--- src/rtl/dsm_decimator.sv ---
`timescale 1ns/1ps
// Decimator for a 1-bit delta-sigma stream: counts ones over 2^LOG2_DEC input
// samples and emits one PCM word per window, saturating a full-scale window.
module dsm_decimator #(
  parameter int WIDTH    = 16,
  parameter int LOG2_DEC = 8
) (
  input  logic             aclk,
  input  logic             arst_n,
  input  logic             s_axis_data_tdata,
  input  logic             s_axis_data_tvalid,
  output logic             s_axis_data_tready,
  output logic [WIDTH-1:0] m_axis_data_tdata,
  output logic             m_axis_data_tuser,
  output logic             m_axis_data_tvalid,
  input  logic             m_axis_data_tready
);

  localparam logic [LOG2_DEC-1:0] PHASE_LAST = '1;

  // Returns {saturated, word}; r can only reach DEC, so its MSB marks full scale.
  function automatic logic [WIDTH:0] map_result(input logic [LOG2_DEC:0] r);
    logic [WIDTH-1:0] w;
    if (r[LOG2_DEC]) begin
      return {1'b1, {WIDTH{1'b1}}};
    end
    w = WIDTH'(r[LOG2_DEC-1:0]) << (WIDTH - LOG2_DEC);
    return {1'b0, w};
  endfunction

  logic [LOG2_DEC-1:0] phase_q, phase_d;
  logic [LOG2_DEC:0]   acc_q, acc_d;
  logic [WIDTH-1:0]    tdata_q, tdata_d;
  logic                tuser_q, tuser_d;
  logic                tvalid_q, tvalid_d;

  logic                in_hs;
  logic                out_hs;
  logic                win_end;
  logic [LOG2_DEC:0]   result;
  logic [WIDTH:0]      mapped;

  // Only the window-closing sample needs to wait for a free output register.
  assign s_axis_data_tready = !((phase_q == PHASE_LAST) && tvalid_q && !m_axis_data_tready);
  assign in_hs   = s_axis_data_tvalid && s_axis_data_tready;
  assign out_hs  = tvalid_q && m_axis_data_tready;
  assign win_end = in_hs && (phase_q == PHASE_LAST);
  assign result  = acc_q + {{LOG2_DEC{1'b0}}, s_axis_data_tdata};
  assign mapped  = map_result(result);

  always_comb begin
    phase_d  = phase_q;
    acc_d    = acc_q;
    tdata_d  = tdata_q;
    tuser_d  = tuser_q;
    tvalid_d = tvalid_q;
    if (in_hs) begin
      phase_d = phase_q + LOG2_DEC'(1);
      acc_d   = win_end ? '0 : result;
    end
    if (win_end) begin
      tdata_d  = mapped[WIDTH-1:0];
      tuser_d  = mapped[WIDTH];
      tvalid_d = 1'b1;
    end else if (out_hs) begin
      tvalid_d = 1'b0;
    end
  end

  always_ff @(posedge aclk or negedge arst_n) begin
    if (!arst_n) begin
      phase_q  <= '0;
      acc_q    <= '0;
      tdata_q  <= '0;
      tuser_q  <= 1'b0;
      tvalid_q <= 1'b0;
    end else begin
      phase_q  <= phase_d;
      acc_q    <= acc_d;
      tdata_q  <= tdata_d;
      tuser_q  <= tuser_d;
      tvalid_q <= tvalid_d;
    end
  end

  assign m_axis_data_tdata  = tdata_q;
  assign m_axis_data_tuser  = tuser_q;
  assign m_axis_data_tvalid = tvalid_q;

endmodule
--- config.mk ---
export PLATFORM = sky130hd
export DESIGN_NAME = dsm_decimator
export DESIGN_NICKNAME = d
export VERILOG_FILES = /design/src/rtl/dsm_decimator.sv
export SDC_FILE = /design/constraint.sdc
export NUM_CORES = 1
export LEC_CHECK = 0
export CAP_MARGIN = 20
export CORE_UTILIZATION = 55
export CTS_CLUSTER_SIZE = 14
export DETAILED_ROUTE_END_ITERATION = 8
export GPL_TIMING_DRIVEN = 0
export PLACE_DENSITY = 0.9
export RECOVER_POWER = 100
export SETUP_SLACK_MARGIN = 0.4
export SLEW_MARGIN = 10
export SYNTH_ARGS = -nofsm -noshare
export SYNTH_HDL_FRONTEND = slang
export SYNTH_SLANG_ARGS = --single-unit
--- constraint.sdc ---
create_clock -name aclk -period 3.7 [get_ports aclk]
set_clock_uncertainty 0.05 [all_clocks]
set_input_delay 0.37 -clock aclk [delete_from_list [all_inputs] [get_ports aclk]]
set_output_delay 0.37 -clock aclk [all_outputs]
set_load 0.05 [all_outputs]
# ---- Word level (Yosys, flattened, before mapping)
# Cells that the tools add are included.
# W data, S select, Z words.
dict set report classes {
  add_sub_neg 2
  mul 0
  div_mod_pow 0
  n_lt_le_gt_ge 0
  n_eq_ne 1
  shifts 0
  n_mux 6
  bitwise 0
  reduce_logical 8
}
# cell count
set op_table {}
lappend op_table {{$mux W17} 2}
lappend op_table {{$add A9 B1 Y9} 1}
lappend op_table {{$mux W9} 1}
lappend op_table {{$add A8 B1 Y8 const B} 1}
lappend op_table {{$eq A8 B8 Y1 const B} 1}
lappend op_table {{$logic_and A1 B1 Y1} 5}
lappend op_table {{$mux W1} 3}
lappend op_table {{$logic_not A1 Y1} 2}
lappend op_table {{$reduce_bool A2 Y1} 1}
dict set report totals {
  ff_bits 35
  latch_bits 0
  mem_bits_rw 0
  romBits 0
  mem_count 0
}

# ---- Logic depth before layout (Yosys ltp)
dict set report logic_depth {
  ltp_word 7
  depth_mapped 6
}

# ---- Worst setup path after synthesis
# Ideal clock, no wire load.
dict set report synth_timing {
  kind {flip-flop to output port}
  startpoint {reg tvalid_q (netlist: m_axis_data_tvalid)}
  endpoint {out s_axis_data_tready}
  arrival_ns 1.470
  required_time_ns 3.280
  setup_slack_ns 1.810
  path_stages_with_launch 3
  path_buffers 0
  cell_sequence {dfrtp_1 -> nand2b_1 -> or3_2}
}
dict set report synth_via {
  elab_chain_cells 3
}
# element line
set synth_lines {}
lappend synth_lines {{start: declaration} 35} ;# logic tvalid_q, tvalid_d;
lappend synth_lines {{start signal: assignment} 82} ;# tvalid_q <= tvalid_d;
lappend synth_lines {{$logic_and A1 B1 Y1 (2 in series)} 44} ;# assign s_axis_data_tready = !((phase_q == PHASE_LAST) && tvalid_q && !m_axis_data_tready);
lappend synth_lines {{$logic_not A1 Y1} 44}
lappend synth_lines {{end: declaration} 12} ;# output logic s_axis_data_tready,
# Every way passes these cells.

# ---- Final worst setup path
dict set report layout_timing {
  startpoint {reg phase_q[0]}
  endpoint {out s_axis_data_tready}
}
dict set report layout_via {
  elab_chain_cells 4
}
# element line
set layout_lines {}
lappend layout_lines {{start: declaration} 31} ;# logic [LOG2_DEC-1:0] phase_q, phase_d;
lappend layout_lines {{start signal: assignment} 78} ;# phase_q <= phase_d;
lappend layout_lines {{$eq A8 B8 Y1} 44}
lappend layout_lines {{$logic_and A1 B1 Y1 (2 in series)} 44}
lappend layout_lines {{$logic_not A1 Y1} 44}
# Every way passes these cells.

==> flow_summary.yaml <==
status:
  status: "finished, final reports clean"
setup_path:
  cp.required_ns: 3.28
  cp-start-kind: "flop"
  crit_path_end_kind: "primary output"
  arrival_ns: 2.47
  path_class: "flop to primary output"
  cp_max_fo: 8
cts:
  tritoncts: "built"
  cts_resized: 0
  cts_buffer_depth: 2
  post_cts_buffers: 0
  clkTransAtPathRegs_ns: 0.15
  cts_max_level: 1
  worstSkewPairLatency_ns: 0.34
  ctsRootBufferMaster: "clkbuf_4"
  cts_hold_buffers: 0
  clock_sinks: 27
  cts_made_buffers: 3
detailed_routing:
  firstDrtPassIters: 4
  wl_um: 2660
  num_vias: 1055
  drtIter0Drc: 24
  route.detailed.drc: 0
  wl_per_cell_um: 14.6
  vias_per_cell: 5.80
  ant_nets: 0
floorplanning:
  io_pins: 24
  core_um2: 2320
  die-area_um2: 2770
  start_util_pct: 60.9
  die_w_um: 52.7
  die_y_um: 52.7
  core.rowCount: 17
timing:
  setup_viol: 0
  whs_ns: 0.437
  rsz0062_at_grt: "no"
  fmax_ghz: 0.346
  fin_ws_ns: 0.806
  hold_viol_final: 0
  fin_setup_tns_ns: 0
  fin_crit_ns: 2.89
  relSlewSlack_pct: 54.9
  post-route-period-util_pct: 78.2
  worst-slew-pin-transition_ns: 0.674
  drv_slew: 0
final_layout:
  drive_above_1_share_pct: 13.0
  antenna_cells: 0
  final_util_pct: 71.5
  fin_nets: 163
  multiInputGateArea_um2: 594
  regArea_um2: 676
  fillers: 180
  fin_cells: 182
  area_growth_pct: 17.5
pwr:
  p_sw_mw: 0.406
  clockPowerShare_pct: 13.4
  seq_power_share_pct: 46.4
  p_comb_share_pct: 40.2
  power_density_nw_per_um2: 585
  ir_drop_v: 0.000449
  internal_power_mw: 0.564
  p_leak_nw: 0.743
  swShare_pct: 41.8
yosys:
  syn_area_per_cell_um2: 11.2
  synth_warnings: 0
  async_flop_share_pct: 100
  synth_top_area_share_pct: 47.9
  yosysMostFrequentCell: "dfrtp_1"
  synthTopCellsByCount: "dfrtp_1 (27), buf_4 (9)"
  synthCells: 126
  yosysSeqAreaShare_pct: 47.9
  yosysTopAreaCell: "dfrtp_1"
  synth_edf_count: 0
  synthesis.area_um2: 1410
  synth-seq-cells: 27
  synthFlopType: "dfrtp_1"
  synth.area.top_cells: "dfrtp_1 (48%), buf_4 (4.8%), o22a_1 (4.3%), xnor2_1 (4.3%), xor2_1 (3.7%)"
  syn_nets: 134
  synth_cell_types: 39
grt:
  grt_pass1_wl_um: 4770
  grt_pass1_vias: 1038
  grt_usage_pct: 24.2
  antenna_found_initial: 0
  grt-ovfl-total: 0
  grt_max_degree: 17
place:
  gp_congestion: 0.814
  dp.final_hpwl_um: 1940
  dp_cells: 178
  portBuffers: 23
  preCtsSetupSlack_ns: 1.09
min_path:
  hold_path.class: "primary input to asynchronous set/reset pin"
flow_run:
  cap_violations: 0
## logic make-up (layout without fill, tap and decap cells)
family                     count (synthesis)  count (layout)  synth area share (%)
AOI/OAI and AO/OA                         29              29                  16.0
xor gates and xnor gates                  13              13                  8.07
adders and majority gates                  3               3                  2.66
buffers and inverters                     15              43                  7.09
DFF                                       27              27                  47.9
muxes                                      1               1                 0.798
and+or+nand+nor                           38              38                  17.6
## power groups by stage
stage	sequential (mW)	combinational [mW]	clock, mW
2_1_floorplan	0.515	0.237	0
3_3_place_gp	0.457	0.404	0
3_5_place_dp	0.463	0.419	0
4_1_cts	0.457	0.425	0.133
5_1_grt	0.465	0.419	0.143
6_report	0.450	0.390	0.130
## critical path, cell delays in order, from the launching register on
cell,delay (ns)
dfrtp_1,0.43
ha_1,0.20
nand3_1,0.23
or3_2,0.51
dlygate4sd3_1,0.77
## cells in the final DEF, fill, tap and decap left out, types with 2 or more instances in the layout
cell / count
buf_4: 8
o22a_1: 7
nand4_1: 2
nand3_1: 8
clkdlybuf4s50_1: 3
a21oi_1: 3
nor2_1: 4
dlygate4sd3_1: 20
and3_1: 3
nor3_1: 4
nand2_1: 7
inv_1: 3
xor2_1: 6
dfrtp_1: 27
clkbuf_1: 3
clkbuf_4: 3
o21ai_0: 7
xnor2_1: 7
o21a_1: 2
a22o_1: 4
ha_1: 3
## through the flow
step	instance area [µm²]	total power, mW
2_1_floorplan	1410	0.752
3_3_place_gp	1680	0.862
3_5_place_dp	1690	0.882
4_1_cts	1720	1.01
5_1_grt	1660	1.03
6_report	1660	0.970
## worst paths after layout
kind                            depth (start not counted)  slack (ns)               endpoint                   from
worst max register to register                          5        1.32  m_axis_data_tdata[14]             phase_q[0]
worst max-delay path                                    4        0.81     s_axis_data_tready             phase_q[0]
max in group asynchronous                               2        2.20             phase_q[0]                 arst_n
worst min-delay path                                    1        0.44   m_axis_data_tdata[9]                 arst_n
worst min register to register                          1        0.47  m_axis_data_tdata[15]  m_axis_data_tdata[15]
min in group aclk                                       1        0.47  m_axis_data_tdata[15]  m_axis_data_tdata[15]
## routing by layer
| layer | global-route usage, % | wire (µm) |
|---|---|---|
| met1 | 32.3 | 1170 |
| met5 | 0 | 0 |
| met2 | 38.8 | 1310 |
| met4 | 11.8 | 61 |
| met3 | 2.90 | 107 |
## flip-flops by register name, summed over array words and instances (netlist names)
register            count
acc_q                   9
m_axis_data_tdata       9
m_axis_data_tvalid      1
phase_q                 8
## cell type report
cell class / count / share of cell area (%)
Buffer: 12 / 4.68
Clock buffer: 3 / 1.36
Inverter: 3 / 0.679
Timing Repair Buffer: 24 / 14.1
Tap cell: 28 / 2.11
Multi-Input combinational cell: 84 / 35.8
Sequential cell: 27 / 40.8
Clock inverter: 1 / 0.453
No activity file was read; power rests on OpenSTA's default activity.
